## src/rtl/bus_pkg.sv

```systemverilog
// rtl/bus_pkg.sv - shared constants, FSM state type and helpers for bus_arbiter4
package bus_pkg;

    localparam int NREQ  = 4;
    localparam int SEL_W = 2;

    typedef enum logic {
        STATE_IDLE = 1'b0,
        STATE_OWN  = 1'b1
    } state_t;

    function automatic logic [NREQ-1:0] onehot(input logic [SEL_W-1:0] idx);
        return NREQ'(1) << idx;
    endfunction

endpackage

```

## src/rtl/bus_arbiter4_mux4.sv

```systemverilog
// rtl/bus_arbiter4_mux4.sv - 4:1 data multiplexer steered by the arbiter's select
//
// Ports:
//   in0..in3  in   DATA_WIDTH  candidate data words
//   sel       in   SEL_W       index of the word to forward
//   y         out  DATA_WIDTH  selected word (combinational)
module bus_arbiter4_mux4
    import bus_pkg::*;
#(
    parameter int DATA_WIDTH = 8
) (
    input  logic [DATA_WIDTH-1:0] in0,
    input  logic [DATA_WIDTH-1:0] in1,
    input  logic [DATA_WIDTH-1:0] in2,
    input  logic [DATA_WIDTH-1:0] in3,
    input  logic [SEL_W-1:0]      sel,
    output logic [DATA_WIDTH-1:0] y
);

    always_comb begin
        y = in0;
        case (sel)
            2'd0:    y = in0;
            2'd1:    y = in1;
            2'd2:    y = in2;
            default: y = in3;
        endcase
    end

endmodule

```

## src/rtl/bus_arbiter4.sv

```systemverilog
// rtl/bus_arbiter4.sv - round-robin 4-requester bus arbiter with hold limit and data mux
//
// Ports:
//   clk       in   1           rising-edge clock
//   rst_n     in   1           asynchronous active-low reset
//   req       in   4           per-requester ownership request (level)
//   done      in   4           per-requester release pulse; only the owner's bit counts
//   in0..in3  in   DATA_WIDTH  requester data
//   out       out  DATA_WIDTH  data of requester sel (combinational)
//   gnt       out  4           registered one-hot grant, zero when idle
//   sel       out  2           registered index of current or last owner
//   valid     out  1           |gnt
//   timeout   out  1           one-cycle pulse after a hold-limit-only release
module bus_arbiter4
    import bus_pkg::*;
#(
    parameter int DATA_WIDTH = 8,
    parameter int MAX_HOLD   = 15,
    parameter int HOLD_W     = 4
) (
    input  logic                  clk,
    input  logic                  rst_n,
    input  logic [NREQ-1:0]       req,
    input  logic [NREQ-1:0]       done,
    input  logic [DATA_WIDTH-1:0] in0,
    input  logic [DATA_WIDTH-1:0] in1,
    input  logic [DATA_WIDTH-1:0] in2,
    input  logic [DATA_WIDTH-1:0] in3,
    output logic [DATA_WIDTH-1:0] out,
    output logic [NREQ-1:0]       gnt,
    output logic [SEL_W-1:0]      sel,
    output logic                  valid,
    output logic                  timeout
);

    state_t            state_q, state_d;
    logic [NREQ-1:0]   gnt_q, gnt_d;
    logic [SEL_W-1:0]  sel_q, sel_d;
    logic [SEL_W-1:0]  last_q, last_d;
    logic [HOLD_W-1:0] cnt_q, cnt_d;
    logic              timeout_q, timeout_d;

    logic              owner_done;
    logic              owner_drop;
    logic              hold_hit;
    logic [NREQ-1:0]   eligible;
    logic [SEL_W:0]    pick;

    // Scan ptr+1, ptr+2, ... wrapping; the pointer itself is visited last,
    // which is what keeps a timed-out owner eligible at lowest priority.
    function automatic logic [SEL_W:0] rr_pick(input logic [NREQ-1:0]  r,
                                               input logic [SEL_W-1:0] ptr);
        logic             found;
        logic [SEL_W-1:0] win;
        logic [SEL_W-1:0] idx;
        found = 1'b0;
        win   = ptr;
        for (int i = 1; i <= NREQ; i++) begin
            idx = ptr + SEL_W'(i);
            if (!found && r[idx]) begin
                found = 1'b1;
                win   = idx;
            end
        end
        return {found, win};
    endfunction

    always_comb begin
        state_d    = state_q;
        gnt_d      = gnt_q;
        sel_d      = sel_q;
        last_d     = last_q;
        cnt_d      = cnt_q;
        timeout_d  = 1'b0;
        owner_done = done[sel_q];
        owner_drop = !req[sel_q];
        hold_hit   = (MAX_HOLD != 0) && (cnt_q == HOLD_W'(MAX_HOLD));
        eligible   = req;
        pick       = '0;

        case (state_q)
            STATE_IDLE: begin
                pick = rr_pick(req, last_q);
                if (pick[SEL_W]) begin
                    state_d = STATE_OWN;
                    gnt_d   = onehot(pick[SEL_W-1:0]);
                    sel_d   = pick[SEL_W-1:0];
                    cnt_d   = HOLD_W'(1);
                end
            end
            STATE_OWN: begin
                if (owner_done || owner_drop || hold_hit) begin
                    last_d = sel_q;
                    // A voluntary release removes the owner from this round;
                    // a forced one leaves it in so a sole requester is re-granted.
                    if (owner_done || owner_drop) begin
                        eligible = req & ~onehot(sel_q);
                    end
                    timeout_d = hold_hit && !owner_done && !owner_drop;
                    pick      = rr_pick(eligible, sel_q);
                    if (pick[SEL_W]) begin
                        gnt_d = onehot(pick[SEL_W-1:0]);
                        sel_d = pick[SEL_W-1:0];
                        cnt_d = HOLD_W'(1);
                    end else begin
                        state_d = STATE_IDLE;
                        gnt_d   = '0;
                    end
                end else if (cnt_q != {HOLD_W{1'b1}}) begin
                    cnt_d = cnt_q + HOLD_W'(1);
                end
            end
            default: begin
                state_d = STATE_IDLE;
                gnt_d   = '0;
            end
        endcase
    end

    always_ff @(posedge clk or negedge rst_n) begin
        if (!rst_n) begin
            state_q   <= STATE_IDLE;
            gnt_q     <= '0;
            sel_q     <= '0;
            last_q    <= SEL_W'(NREQ - 1);
            cnt_q     <= '0;
            timeout_q <= 1'b0;
        end else begin
            state_q   <= state_d;
            gnt_q     <= gnt_d;
            sel_q     <= sel_d;
            last_q    <= last_d;
            cnt_q     <= cnt_d;
            timeout_q <= timeout_d;
        end
    end

    bus_arbiter4_mux4 #(
        .DATA_WIDTH (DATA_WIDTH)
    ) u_mux4 (
        .in0 (in0),
        .in1 (in1),
        .in2 (in2),
        .in3 (in3),
        .sel (sel_q),
        .y   (out)
    );

    assign gnt     = gnt_q;
    assign sel     = sel_q;
    assign valid   = |gnt_q;
    assign timeout = timeout_q;

endmodule
```

## config.mk

```make
export PLATFORM = sky130hd
export DESIGN_NAME = bus_arbiter4
export DESIGN_NICKNAME = d
export VERILOG_FILES = /design/src/rtl/bus_pkg.sv /design/src/rtl/bus_arbiter4_mux4.sv /design/src/rtl/bus_arbiter4.sv
export SDC_FILE = /design/constraint.sdc
export NUM_CORES = 1
export LEC_CHECK = 0
export ABC_AREA = 1
export BUFFER_PORTS_ARGS = -buffer_cell sky130_fd_sc_hd__buf_2
export CAP_MARGIN = 20
export CORE_MARGIN = 10
export CORE_UTILIZATION = 50
export DETAILED_ROUTE_END_ITERATION = 7
export PLACE_DENSITY = 0.92
export SLEW_MARGIN = 0
export SYNTH_ARGS = -nofsm -noshare
export SYNTH_HDL_FRONTEND = slang
export SYNTH_SLANG_ARGS = --single-unit
export TNS_END_PERCENT = 50
```

## constraint.sdc

```tcl
create_clock -name clk -period 2.6 [get_ports clk]
set_input_delay 0.52 -clock clk [delete_from_list [all_inputs] [get_ports clk]]
set_output_delay 0.52 -clock clk [all_outputs]
set_load 0.02 [all_outputs]
```

==> results of run 1 <==
==> area by class of cell <==
type | count | area [sq um]
Multi-Input combinational cell | 198 | 1081
Timing Repair Buffer | 57 | 285.3
Clock buffer | 3 | 22.52
Inverter | 24 | 90.09
Tap cell | 44 | 55.05
Sequential cell | 14 | 354.1
Fill cell | 275 | 1140
==> cells in the mapped netlist, drive strengths merged <==
master	n
xnor2	3
o31ai	1
o21ai	16
inv	24
dfrtp	12
a21oi	16
o21a	1
xor2	2
clkbuf	2
nand4	3
ha	5
nand3b	1
dfstp	2
or4	1
nand2	88
buf	5
a31oi	8
nor2	29
nand3	23
nor3	1
==> flip-flops by register name, summed over array words and instances (netlist names) <==
signal   flops
cnt_q        4
gnt          4
last_q       2
sel          2
state_q      1
timeout      1
==> cells in the final DEF (no fill, tap or decap), drive strengths merged <==
cell type / instances
dfrtp: 12
nand2: 88
clkbuf: 3
o21ai: 16
nand4: 3
inv: 24
nand3: 23
or4: 1
nor2: 29
a31oi: 8
o21a: 1
buf: 57
o31ai: 1
xor2: 2
ha: 5
xnor2: 3
nand3b: 1
nor3: 1
a21oi: 16
dfstp: 2
==> power groups by stage <==
stage	logic (mW)	registers, mW	clock network [mW]
2_1_floorplan	1.88	0.453	0
3_3_place_gp	2.27	0.468	0
3_5_place_dp	2.34	0.471	0
4_1_cts	2.36	0.466	0.126
5_1_grt	2.65	0.490	0.138
6_report	2.36	0.470	0.124
==> stage by stage <==
stage / area [sq um] / hold slack, ns / setup WS, ns
finish: 1888 / 0.1114 / 0.1335
global route: 1888 / 0.1224 / 0.03838
CTS: 1887 / 0.1206 / 0.04908
detailed placement: 1864 / 0.4299 / 0.2906
global placement: 1864 / 0.4296 / 0.3996
floorplan: 1569 / 0.2244 / 0.5044
==> layer usage <==
metal  GRT usage  vias up
li1            -      899
met1      0.1542      764
met2      0.2738       54
met3     0.04127        4
met4     0.03030        0
met5           0        -
==> repair_timing <==
item | CTS | global route
resized for setup | 0 | 1
setup endpoints to repair | 0 | 8
setup buffers | 0 | 0
==> path summary, 6_finish.rpt <==
check                           slack (ns)  cells past startpoint   endpoint
worst max-delay path                  0.13                      5     out[6]
worst min-delay path                  0.11                      1     gnt[1]
worst max register to register        0.29                     11     sel[1]
worst min register to register        0.52                      1   cnt_q[0]
max in group asynchronous             2.19                      1  last_q[1]
min in group clk                      0.52                      1   cnt_q[0]
==> critical path, cell delays in order, from the launching register on <==
cell and delay [ns]:
dfrtp_1 0.59, ha_1 0.47, inv_1 0.23, nor2_1 0.15
a31oi_1 0.06, buf_2 0.17
==> logic make-up (layout without fill, tap and decap cells) <==
family                     Yosys count  in the layout  synth area share
xor gates and xnor gates             5              5           0.03270
DFF                                 14             14            0.2249
adders and majority gates            5              5           0.03987
and+or+nand+nor                    146            146            0.4577
buffers and inverters               31             84           0.08611
AOI/OAI and AO/OA                   42             42            0.1587
==> metrics.txt, run 1 <==
DR iter-0 viols=121; Sink Count=14; Logic pwr share=0.799; critical path arrival=1.95 ns; WL met3=292 microns; skew final=0.01193 ns; die width=~76 microns; Avg Inst Size Synth=roughly 6.5 sq um; number of remaining DRC errors=0; Yosys top cell by area=dfrtp_1; Final Critical Period=2.467 ns; type of the worst setup path=reg2out; grt ovf=0; CTS Buffer Depth=2; Die Span Y=~76 microns; via count=between 1500 and 2000; period utilization=0.9487; synthesized instance count=roughly 240; Die ar.=approximately 0.0058 sq mm; Seq/Total Area, Yosys=0.2249; Pleak=1.004 nW; crit path max fanout=10; Final setup viols=0; Core ar.=0.003028 sq mm; Vias/cell=5.062; status=complete, no violations; synth unique cells=35; Placed Instances=around 340; setup TNS=0 ns; highest routing layer actually used=met4; PwrDens=1566 mW/mm^2; H-tree Lvls=1; Fin. Hold Viols=0; initial core utilization=0.5182; largest net degree at the start of global routing=17; Worst Setup SP=sel[1]; Hold Crit Class=in2async; # nets final=345; Sw Ratio=0.5962; CTS Root Buffer Type=clkbuf_4; Antenna Diode Count=0; vias in the first global route=1694; Syn Std Cell Area=0.001569 sq mm; Critical R2R Launch=sel[1]; Startpoint Class=flip-flop; Least-Margin Pin Slew=approximately 0.37 ns; RSZ-0062 raised after global routing=no; Maximum Capacitance Violations=0; initial antenna violation count=0; Syn. warnings=0; top-area cell type share of the netlist area=0.1914; share of layout cells above drive strength 1=0.3446; TritonRoute pass-1 iters=4; Detail Route Antenna Nets=0; Worst-path clk slew=0.09 ns; # rows=20; routed wire length=roughly 4.4 mm; Setup crit end kind=output pin; #FFs+latches synth=14; clock power share=0.042; met1 wire length=1.688 mm; Max VDD drop=0.0006667 V; dpl hpwl=between 3 and 4 mm; met2 wire len=2.348 mm; utilization after layout=0.6236; max-slew violations=0; placer congestion estimate=0.8743; all-layer global routing usage=0.1451; sequential share of power=0.159; Pwr Total=2.957 mW; first-pass GRT wire length=7.376 mm; CTS Buf Count=3; Port-buffer cells=57; maximum clock frequency=0.4054 GHz; Slew headroom=0.7491; syn nets=between 200 and 300; # hold bufs at CTS=0; I/O Pins=58; cell internal pwr=1.194 mW; dominant cells by area after synthesis=dfrtp_1 (19%), nand2_1 (17%), nor2_1 (5.5%); CP required=2.08 ns; Area Overhead vs Synth=20.33%; worst skew pair latency=0.28 ns; DR WL/cell=12.82 microns; final std cells w/o fill=340; net switching power=1.763 mW; CTS tree=yes
Note: power is estimated with default switching activity, not from simulation.
==> run 2, diff against run 1 <==
--- a/config.mk
+++ b/config.mk
@@ -5,13 +5,14 @@
 export SDC_FILE = /design/constraint.sdc
 export NUM_CORES = 1
 export LEC_CHECK = 0
-export ABC_AREA = 1
 export BUFFER_PORTS_ARGS = -buffer_cell sky130_fd_sc_hd__buf_2
 export CAP_MARGIN = 20
+export CELL_PAD_IN_SITES_DETAIL_PLACEMENT = 1
+export CELL_PAD_IN_SITES_GLOBAL_PLACEMENT = 1
 export CORE_MARGIN = 10
-export CORE_UTILIZATION = 50
+export CORE_UTILIZATION = 35
 export DETAILED_ROUTE_END_ITERATION = 7
-export PLACE_DENSITY = 0.92
+export PLACE_DENSITY = 0.9
 export SLEW_MARGIN = 0
 export SYNTH_ARGS = -nofsm -noshare
 export SYNTH_HDL_FRONTEND = slang
==> run 2 against run 1 <==
Utilization down 17 points. Power down 4.7%. Critical path type unchanged. Worst hold slack better by 0.055 ns. Register-to-register slack worse by 0.12 ns. Routed wire length up 34%. Worst setup slack better by 0.0091 ns.
==> metrics.txt, run 2 <==
Hold Crit Class=in2async; Post-Layout Inst Area=0.001968 sq mm (+4.2%); # rows=24 (+20%); maximum clock frequency=0.4069 GHz (+0.37%); Sink Count=14 (unchanged); RSZ-0062 raised after global routing=no; H-tree Lvls=1 (unchanged); number of remaining DRC errors=0 (unchanged); top-count cell post-synth=inv_1; CTS tree=yes; Yosys top cell by area=dfrtp_1; Min Hold Slack=0.1662 ns (+0.05473 ns); Maximum Capacitance Violations=0 (unchanged); Area Overhead vs Synth=28.09%; critical path arrival=1.94 ns (about the same); Post-Synth Adder-Cell Area=0.04072 (+0.0008442); Seq/Total Area, Yosys=0.2296 (+0.004761); worst skew pair latency=0.25 ns (-0.03 ns); Critical-path top delay cell=dfrtp_1; Critical R2R Launch=sel[1]; via count=1772 (+3.0%); grt ovf=0 (unchanged); Async SR Flop Fraction=1.000 (unchanged); post-synthesis xor/xnor area fraction=0.01140 (-0.02129); Detail Route Antenna Nets=0 (unchanged); synth unique cells=60 (+71%); Max VDD drop=0.0004248 V (-36%); DR WL/cell=19.81 microns (+54%); initial core utilization=0.3578 (-0.1604); Syn Std Cell Area=0.001536 sq mm (-2.1%); CTS Root Buffer Type=clkbuf_8; CTS Buffer Depth=2 (unchanged); largest stage delay on the critical path=0.43 ns (-0.16 ns); #FFs+latches synth=14 (unchanged); DR iter-0 viols=154 (+27%); TritonRoute pass-1 iters=5 (+1); skew final=0.007415 ns (-0.004511 ns); syn nets=231 (-20%); worst path bufs/invs=3 (+1); dominant cells by area after synthesis=dfrtp_1 (20%), mux2i_1 (7.2%), a222oi_1 (5.2%); routed wire length=5.843 mm (+34%); Setup crit end kind=output pin; Die ar.=0.007440 sq mm (+29%); PwrDens=1432 mW/mm^2 (-8.6%); R2R setup slack=0.17 ns (-0.12 ns); synthesized instance count=184 (-24%); crit-path cells=buf_4 > ha_1 > buf_4 > a222oi_1 > mux2i_1 > buf_2; period utilization=0.9451 (-0.003509); CP required=2.08 ns (about the same); Slew headroom=0.4574 (-0.2916); Syn. warnings=0 (unchanged); setup TNS=0 ns (unchanged); Vias/cell=6.007 (+19%); Die Span Y=86.26 microns (+13%); compound-gate portion of the synthesized area=0.3265 (+0.1679); dpl hpwl=4.748 mm (+33%); share of layout cells above drive strength 1=0.3704 (+0.02578); Setup WS post-layout=0.1426 ns (+0.009124 ns); Antenna Diode Count=0 (unchanged); worst slack at placement=0.1016 ns (-0.1890 ns); Pleak=0.9426 nW (-6.1%); Fin. Hold Viols=0 (unchanged); Pwr Total=2.818 mW (-4.7%); Post-synth top cells=inv_1 (13), dfrtp_1 (12), mux2i_1 (11), nand2_1 (11); Worst Setup SP=sel[1]; largest family of logic cells by synthesized area=compound AO/OA/AOI/OAI gates; CP top delay family=buffers and inverters; placed inst area=0.001887 sq mm (+1.2%); all-layer global routing usage=0.1513 (+0.006115); vias in the first global route=1839 (+8.6%); multiplexer share of the synthesized area=0.08876 (+0.08876); most frequent cells in the layout=buf_2 (57), inv_1 (13), buf_4 (12); Avg Inst Size Synth=8.350 sq um (+29%); reg2reg end=sel[0]; type of the worst setup path=reg2out; max-slew violations=0 (unchanged); top_reg_cell synth=dfrtp_1; Least-Margin Pin Slew=0.8138 ns (+0.4414 ns); first-pass GRT wire length=9.266 mm (+26%); Core ar.=0.004294 sq mm (+42%); Post-synth EDFFs=0 (unchanged); CTS Buf Count=3 (unchanged); status=complete, no violations; # nets final=291 (-16%); top-area cell type share of the netlist area=0.1954 (+0.004052); die width=86.26 microns (+13%); Final setup viols=0 (unchanged); most common cell after layout, fill and taps aside=buf_2; Port-buffer cells=57 (unchanged); FF-to-FF path depth=8 (-3); I/O Pins=58 (unchanged); Final Critical Period=2.457 ns (-0.009124 ns); placer congestion estimate=0.8476 (-3.1%); CP most frequent cell=buf_4; Synth Area in Simple Gates=0.2223 (-0.2354); CP endpoint=out[7]; crit path max fanout=8 (-2); largest net degree at the start of global routing=15 (-2); Startpoint Class=flip-flop; initial antenna violation count=0 (unchanged); Worst-path clk slew=0.06 ns (-0.03 ns); critical path depth in cells=6 (+1)
run 2: kinds of logic (layout without fill, tap and decap cells):
kind of cell,Yosys count,count (layout)
simple gates,58,58
mux,12,12
xor+xnor,2,2
fa+ha+maj,5,5
compound gates,64,64
flops,14,14
buf+inv,29,88
run 2: what timing repair did:
| item | in CTS | in global routing |
|---|---|---|
| hold endpoints to repair | 0 | 0 |
| buffers inserted | 0 | 3 |
| setup endpoints to repair | 6 | 11 |
| hold buffers | 0 | 0 |
| pin swaps | 0 | 1 |
| gates resized for setup | 1 | 1 |
run 2: power by group:
group	switching (mW)	internal, mW	total, mW
Clock	0.0789	0.134	0.213
Sequential	0.134	0.336	0.469
Combinational	1.25	0.883	2.14
Total	1.47	1.35	2.82
run 2: layout make-up:
cell class | instances | area [sq um]
fillers | 544 | 2326
clock buffers | 4 | 55.05
flip-flops and latches | 14 | 354.1
well taps | 52 | 65.06
multi-input cells | 141 | 1062
repair buffers | 69 | 375.4
inverters | 15 | 56.30
run 2: how the worst min path moves through the flow:
stage,from,endpoint,slack [ns],cells after the start
after floorplan,rst_n,cnt_q[0],0.22,0
after global placement,rst_n,cnt_q[0],0.43,1
after detailed placement,rst_n,cnt_q[1],0.44,1
after CTS,rst_n,cnt_q[3],0.17,1
after global routing,rst_n,cnt_q[3],0.18,1
final,rst_n,cnt_q[3],0.17,1
run 2: stage by stage:
stage                 util  cells
floorplan                -    184
CTS                 0.4525    292
finish              0.4583    295
global placement    0.4394    288
detailed placement  0.4394    288
global route        0.4583    295
run 2: layer usage:
layer  global-route usage  part of all wire  vias to the layer above
met2               0.2961              0.57                       42
met4              0.03535             0.014                        0
li1                     -                 -                      822
met1               0.1624              0.38                      900
met5                    0                 0                        -
met3              0.02533             0.042                        8
